<file path="config.mk">
export PLATFORM = sky130hd
export DESIGN_NAME = tag_bank_fill_ctrl
export DESIGN_NICKNAME = d
export VERILOG_FILES = /design/src/rtl/cache_pkg.sv /design/src/rtl/tag_plru_tree.sv /design/src/rtl/tag_bank_fill_ctrl.sv
export SDC_FILE = /design/constraint.sdc
export NUM_CORES = 1
export LEC_CHECK = 0
export CAP_MARGIN = 15
export CORE_MARGIN = 10
export CORE_UTILIZATION = 25
export CTS_CLUSTER_SIZE = 20
export DETAILED_ROUTE_END_ITERATION = 12
export PLACE_DENSITY = 0.39
export SLEW_MARGIN = 20
export SYNTH_ARGS = -nofsm -noshare
export SYNTH_HDL_FRONTEND = slang
export SYNTH_HIERARCHICAL = 1
export SYNTH_SLANG_ARGS = --single-unit
</file>
<file path="constraint.sdc">
create_clock -name clk -period 3.4 [get_ports clk]
set_input_delay 0.68 -clock clk [delete_from_list [all_inputs] [get_ports clk]]
set_output_delay 0.68 -clock clk [all_outputs]
set_load 0.05 [all_outputs]
</file>
<file path="src/rtl/cache_pkg.sv">
// Shared types and helpers for the 4-way cache tag path.
package cache_pkg;

  localparam int unsigned WAYS   = 4;
  localparam int unsigned PLRU_W = 3;

  typedef logic [1:0]        way_t;
  typedef logic [PLRU_W-1:0] plru_t;

  typedef enum logic [2:0] {IDLE, VICTIM, WRITE, DONE, FLUSH} fill_state_t;

  // Tree-PLRU touch: flip the bits on the path so they point away from way w.
  function automatic plru_t plru_touch(plru_t p, way_t w);
    plru_t r;
    r    = p;
    r[0] = ~w[1];
    if (!w[1]) r[1] = (w == 2'd0);
    else       r[2] = (w == 2'd2);
    return r;
  endfunction

endpackage

</file>
<file path="src/rtl/tag_plru_tree.sv">
// Victim selection (first invalid way, else tree PLRU) and PLRU touch update for one set.
module tag_plru_tree
  import cache_pkg::*;
(
  input  plru_t            plru,
  input  logic [WAYS-1:0]  valid,
  input  way_t             way,
  output way_t             victim,
  output plru_t            plru_next
);

  always_comb begin
    victim = 2'd0;
    if      (!valid[0]) victim = 2'd0;
    else if (!valid[1]) victim = 2'd1;
    else if (!valid[2]) victim = 2'd2;
    else if (!valid[3]) victim = 2'd3;
    else if (!plru[0])  victim = plru[1] ? 2'd1 : 2'd0;
    else                victim = plru[2] ? 2'd3 : 2'd2;
  end

  assign plru_next = plru_touch(plru, way);

endmodule

</file>
<file path="src/rtl/tag_bank_fill_ctrl.sv">
// Refill/flush write controller for the four tag banks: victim choice, bank writes,
// PLRU tracking on hits and fills, and a full invalidate sweep.
module tag_bank_fill_ctrl
  import cache_pkg::*;
#(
  parameter int unsigned TAG_W    = 20,
  parameter int unsigned SET_BITS = 4
) (
  input  logic                clk,
  input  logic                rst_n,
  input  logic                hit_valid,
  input  logic [SET_BITS-1:0] hit_set,
  input  logic [1:0]          hit_way,
  input  logic                fill_req_valid,
  output logic                fill_req_ready,
  input  logic [SET_BITS-1:0] fill_set,
  input  logic [TAG_W-1:0]    fill_tag,
  input  logic                flush_req,
  output logic [3:0]          we,
  output logic [SET_BITS-1:0] wr_set,
  output logic [TAG_W-1:0]    wr_tag,
  output logic                wr_valid_bit,
  output logic                fill_done,
  output logic [1:0]          fill_way,
  output logic                flush_done
);

  localparam int unsigned SETS = 2 ** SET_BITS;

  fill_state_t                    state_q;
  logic [SET_BITS-1:0]            set_q;
  logic [TAG_W-1:0]               tag_q;
  way_t                           way_q;
  logic [SET_BITS:0]              cnt_q;
  logic [SETS-1:0][WAYS-1:0]      valid_q;
  plru_t [SETS-1:0]               plru_q;

  way_t  victim;
  plru_t fill_plru;
  plru_t hit_plru;

  tag_plru_tree u_tree (
    .plru      (plru_q[set_q]),
    .valid     (valid_q[set_q]),
    .way       (way_q),
    .victim    (victim),
    .plru_next (fill_plru)
  );

  assign hit_plru       = plru_touch(plru_q[hit_set], hit_way);
  assign fill_req_ready = (state_q == IDLE);

  always_ff @(posedge clk or negedge rst_n) begin
    if (!rst_n) begin
      state_q      <= IDLE;
      set_q        <= '0;
      tag_q        <= '0;
      way_q        <= '0;
      cnt_q        <= '0;
      valid_q      <= '0;
      plru_q       <= '0;
      we           <= '0;
      wr_set       <= '0;
      wr_tag       <= '0;
      wr_valid_bit <= 1'b0;
      fill_done    <= 1'b0;
      fill_way     <= '0;
      flush_done   <= 1'b0;
    end else begin
      // A hit colliding with the fill write on the same set loses to the fill touch.
      if (hit_valid && (state_q != FLUSH) && !((state_q == WRITE) && (hit_set == set_q))) begin
        plru_q[hit_set] <= hit_plru;
      end
      unique case (state_q)
        IDLE: begin
          if (flush_req) begin
            state_q      <= FLUSH;
            cnt_q        <= '0;
            we           <= 4'b1111;
            wr_set       <= '0;
            wr_tag       <= '0;
            wr_valid_bit <= 1'b0;
          end else if (fill_req_valid) begin
            set_q   <= fill_set;
            tag_q   <= fill_tag;
            state_q <= VICTIM;
          end
        end
        VICTIM: begin
          way_q        <= victim;
          we           <= 4'b0001 << victim;
          wr_set       <= set_q;
          wr_tag       <= tag_q;
          wr_valid_bit <= 1'b1;
          state_q      <= WRITE;
        end
        WRITE: begin
          valid_q[set_q][way_q] <= 1'b1;
          plru_q[set_q]         <= fill_plru;
          we                    <= '0;
          fill_done             <= 1'b1;
          fill_way              <= way_q;
          state_q               <= DONE;
        end
        DONE: begin
          fill_done <= 1'b0;
          state_q   <= IDLE;
        end
        FLUSH: begin
          // cnt_q[SET_BITS] marks the extra flush_done cycle after the last set.
          if (!cnt_q[SET_BITS]) begin
            valid_q[cnt_q[SET_BITS-1:0]] <= '0;
            plru_q[cnt_q[SET_BITS-1:0]]  <= '0;
            cnt_q                        <= cnt_q + 1'b1;
            if (cnt_q[SET_BITS-1:0] == {SET_BITS{1'b1}}) begin
              we         <= '0;
              flush_done <= 1'b1;
            end else begin
              wr_set <= cnt_q[SET_BITS-1:0] + 1'b1;
            end
          end else begin
            flush_done <= 1'b0;
            state_q    <= IDLE;
          end
        end
        default: state_q <= IDLE;
      endcase
    end
  end

endmodule

</file>
---- Yosys cells after proc, flatten, opt, wreduce, memory -nomap -nowiden ----
Index checks and enable logic that the tools add are counted.
word-level totals
  bits in registers ....................... 179
  output and inout port bits .............. 34
  word-level logic and storage cells ...... 164
cells by class
  $add $sub $neg .......................... 2
  magnitude comparators ................... 8
  equal/unequal tests ..................... 15
  shift operators ......................... 1
  muxes and demuxes ....................... 58
  bitwise logic cells ..................... 8
  reductions and logical operators ........ 27
operator list
  operator              count
  $pmux W64 S2          1
  $bwmux W48            2
  $mux W48              2
  $pmux W48 S2          1
  $and A64 B64 Y64      1
  $mux W64              1
  $not A64 Y64          1
  $or A64 B64 Y64       1
  $and A48 B48 Y48      1
  $not A48 Y48          1
  $pmux W20 S2          1
  $demux W3 S4          3
  $mux W4               9
  $demux W4 S4          2
  $bmux W3 S4           2
  $mux W3               8
  $mux W20              1
  $bmux W4 S4           1
  $pmux W4 S4           1
  $lt A4 B5 Y1 const B  3
  $ge A4 B1 Y1 const B  3
  $pmux W3 S4           1
  $pmux W4 S3           1
  $mux W1               10
  other kinds (31)      61

---- Logic depth before layout (Yosys ltp) ----
  word-level depth ........................ 10
  depth in mapped cells ................... 11
  depth with buffers taken out ............ 7

---- Modules after synthesis ----
The synthesis kept the hierarchy.
modules (own cells, without submodules)
  module              times used  cells each  area each (um^2)  sequential area each (um^2)
  tag_bank_fill_ctrl  1           855         9359.0            4479.3
  tag_plru_tree       1           12          67.6              0.0

---- Least setup slack after synthesis ----
Ideal clock, no wire load.
  kind .................................... flip-flop to flip-flop
  from .................................... reg set_q[0]
  to ...................................... reg we[2]
  library setup time ...................... 0.125 ns
  data arrival time ....................... 2.816 ns
  data required time ...................... 3.275 ns
  setup slack ............................. 0.460 ns
  stages on the path, launching flop included .. 9
  clock period less this slack ............ 2.940 ns
  path through ............................ dfrtp_1 buf_2 buf_2 mux4_2 mux4_2 and2b_1 a311oi_1 o21ai_0 mux2_2
between the ends
  word-level cells in the longest chain between the ends .. 10
  elaborated cells between the ends (all ways) .. 13
RTL lines
  what                               line                                      RTL
  from (decl)                        tag_bank_fill_ctrl.sv:31                  logic [SET_BITS-1:0] set_q;
  from (signal assigned)             tag_bank_fill_ctrl.sv:84                  set_q <= fill_set;
  $bmux W3 S4                        tag_bank_fill_ctrl.sv:43                  .plru (plru_q[set_q]),
  $mux W3 (not written as such)      tag_bank_fill_ctrl.sv:43
  $mux W1, on equally long branches  tag_plru_tree.sv:18, tag_plru_tree.sv:19
  $mux W2                            tag_plru_tree.sv:18                       else if (!plru[0]) victim = plru[1] ? 2'd1 : 2'd0;
  $mux W2                            tag_plru_tree.sv:17                       else if (!valid[3]) victim = 2'd3;
  $mux W2                            tag_plru_tree.sv:16                       else if (!valid[2]) victim = 2'd2;
  $mux W2                            tag_plru_tree.sv:15                       else if (!valid[1]) victim = 2'd1;
  $mux W2 (*)                        tag_plru_tree.sv:14                       if (!valid[0]) victim = 2'd0;
  net victim[0]                      tag_bank_fill_ctrl.sv:38                  way_t victim;
  $shl A1 B2 Y4 (*)                  tag_bank_fill_ctrl.sv:91                  we <= 4'b0001 << victim;
  $pmux W4 S4 (*)                    tag_bank_fill_ctrl.sv:74                  unique case (state_q)
  to (signal assigned)               tag_bank_fill_ctrl.sv:91
  to (decl)                          tag_bank_fill_ctrl.sv:19                  output logic [3:0] we,
Mark *: on every way through the listed nets, which the timed path passes. The rest lies on a longest branch. The select of a mux whose other input is x is not followed.
A chain may end at the register's enable or synchronous reset.

---- Final worst setup path ----
  from .................................... reg set_q[1]
  to ...................................... reg we[1]
The elaborated chain is that of the path after synthesis.

==> results by group <==
Logic synthesis
  – Most common cell in the netlist: dfrtp_1
  – Synth cell types: 49
  – Post-synth top area cell: dfrtp_1
  – Post-Synthesis Cell Area: 9430 um2
  – Yosys top cell area share: 47.5%
  – #FFs+latches synth: 179
  – Main synth FF type: dfrtp_1
  – Syn Inst Count: 867
  – Top cells by area, synth: dfrtp_1 48%, mux4_2 10%, mux2i_1 5.7%
  – Synth top cells by count: 179 x dfrtp_1, 87 x nand2_1, 70 x nor2_1, 69 x o21ai_0, 54 x mux2i_1
  – Sequential area share after synthesis: 47.5%
  – Mapped Nets: 906
  – EDFF count, synth: 0
  – Synthesis Warnings: 6
  – Ys async rst share: 100%
  – Mean Syn Cell Area: 10.9 um2

Route
  – Vias post-DR: 7420
  – DR iter-0 viols: 472
  – Routed wire length: 32500 um
  – Antenna-violating nets left: 0
  – Drt wl/cell: 21.9 um
  – DR DRC count: 0
  – Vias/cell: 5.01
  – TritonRoute pass-1 iters: 5

Critical path
  – Critical Path End Type: flop
  – Arr. time, crit path: 3570 ps
  – Startpoint types: flop
  – Critical path class: flop to flop
  – Crit Path Max Fanout: 32
  – WP data required: 3720 ps

CTS
  – PostCTS Resize Cnt: 0
  – Clock latency on the worst-skew pair: 450 ps
  – Register clock-pin slew on the reported worst setup and hold paths: 80 ps
  – CTS Buf Count: 17
  – CTS hold repair buffers: 0
  – CTS tree: yes
  – # clock sinks: 179
  – Root Buffer: clkbuf_16
  – H-tree levels: 4
  – Worst-case clock buffer depth: 2
  – Post-CTS Setup Inserts: 0

STA
  – Tmin final: 3240 ps
  – Slew margin rel.: 40.2%
  – Share of the clock period used by the worst path: 95.4%
  – Setup TNS: 0 ps
  – Worst slew pin tran: 898 ps
  – Final setup violation count: 0
  – Skew final: 17.2 ps
  – Max Slew Vio Count: 0
  – Max Freq: 308 MHz
  – Final Hold Vio Count: 0
  – RSZ-0062 raised after global routing: no

Final layout
  – # nets final: 996
  – Layout cell share with drive strength beyond 1: 19.9%
  – Diode count: 0
  – Area Growth Syn to Fin: 24.1%
  – Final core occ: 31.3%

Floorplan
  – Initial Util: 25.2%
  – Row count: 71
  – Die height: 214 um
  – I/O pins: 69
  – Die area: 45900 um2
  – CORE AREA: 37400 um2
  – Die X: 214 um

Power
  – Power per cell area: 903 nW/um2
  – Leakage: 4.69 nW
  – Maximum vdd drop: 508 uV
  – Total power: 10.6 mW

Global routing
  – Initial antenna violation count: 0
  – Largest net degree at the start of global routing: 76
  – Vias in the first global route: 7672
  – GRT Util Overall: 14.2%
  – First-pass GRT wire length: 50400 um
  – Overflow after GRT: 0

Run status
  – Status: finished clean

Min path
  – Worst Hold Class: input port to async pin

Place
  – DP Wirelength: 23100 um
  – Port bufs: 68
  – GPL Wtd Cong: 0.802

Job
  – Maxcap violations: 0
-- metal layers --
metal,global-route usage (%),routed length (um),vias to the layer above
li1,-,-,3417
met1,19.2,15200,3805
met5,0,0,-
met3,3.27,1620,18
met2,22.4,15100,180
met4,4.07,487,0
-- cell usage in the layout (no fill, tap or decap), drive strengths merged, types with 4 or more instances in the layout --
master and count:
buf 66, nand4 17, nor2b 10, nor3 14
mux2i 54, nor3b 5, ha 4, nand3 14
nand2b 12, o21ai 69, o22ai 8, inv 17
a31oi 46, a22o 20, clkbuf 19, a32o 18
nand2 87, clkinv 4, nor2 70, mux4 43
mux2 36, and2 17, a21oi 29, dfrtp 179
o32ai 10, clkdlybuf4s50 67
-- cells by family after synthesis --
family          count (synthesis)  share of synthesized area, %
compound gates                214                          14.7
mux                           133                          20.3
simple gates                  257                          13.0
xor+xnor                        6                         0.558
flops                         179                          47.5
fa+ha+maj                       4                         0.531
buf+inv                        74                          3.34
-- power breakdown --
part / switching (mW) / internal [mW]
clock network: 0.968 / 1.21
registers: 0.736 / 2.83
logic: 2.82 / 2.00
total: 4.53 / 6.03
-- critical path: stages, from the launching register on --
cell      delay, ps
dfrtp_2         960
buf_4           280
mux4_2          320
mux4_2          490
mux2i_1         310
a311oi_1        160
buf_4           190
nand3b_1         80
nand2_1          60
mux2_2          260
-- path summary, 6_finish.rpt --
kind | start | endpoint | slack (ps) | cells after the start
min in group clk | tag_q[1] | wr_tag[1] | 480 | 1
max in group asynchronous | rst_n | plru_q[33] | 2340 | 2
max | set_q[1] | we[1] | 160 | 9
min | rst_n | fill_way[1] | 280 | 1
min reg2reg | tag_q[1] | wr_tag[1] | 480 | 1
max reg2reg | set_q[1] | we[1] | 160 | 9
-- per-stage QoR --
stage	worst slack (ps)	area [um2]	std cells	hold WS, ps
floorplan	460	9430	867	384
global placement	263	11100	1449	468
detailed placement	232	11100	1449	472
CTS	197	11700	1481	285
global route	62.9	11700	1481	313
finish	156	11700	1481	275
-- final cells by class --
type                    count  area (um2)
fillers                  3890       25700
flip-flops and latches    179        4480
inverters                  11        41.3
clock buffers              18         439
repair buffers            134        1240
well taps                 511         639
clock inverters            14         195
multi-input cells         614        4650
-- registers in the layout (all words and copies together), names as in the netlist --
name,count
valid_q,64
plru_q,48
tag_q,20
wr_tag,20
cnt_q,5
set_q,4
we,4
wr_set,4
state_q,3
fill_way,2
way_q,2
fill_done,1
flush_done,1
wr_valid_bit,1
No activity file was read; power rests on OpenSTA's default activity.
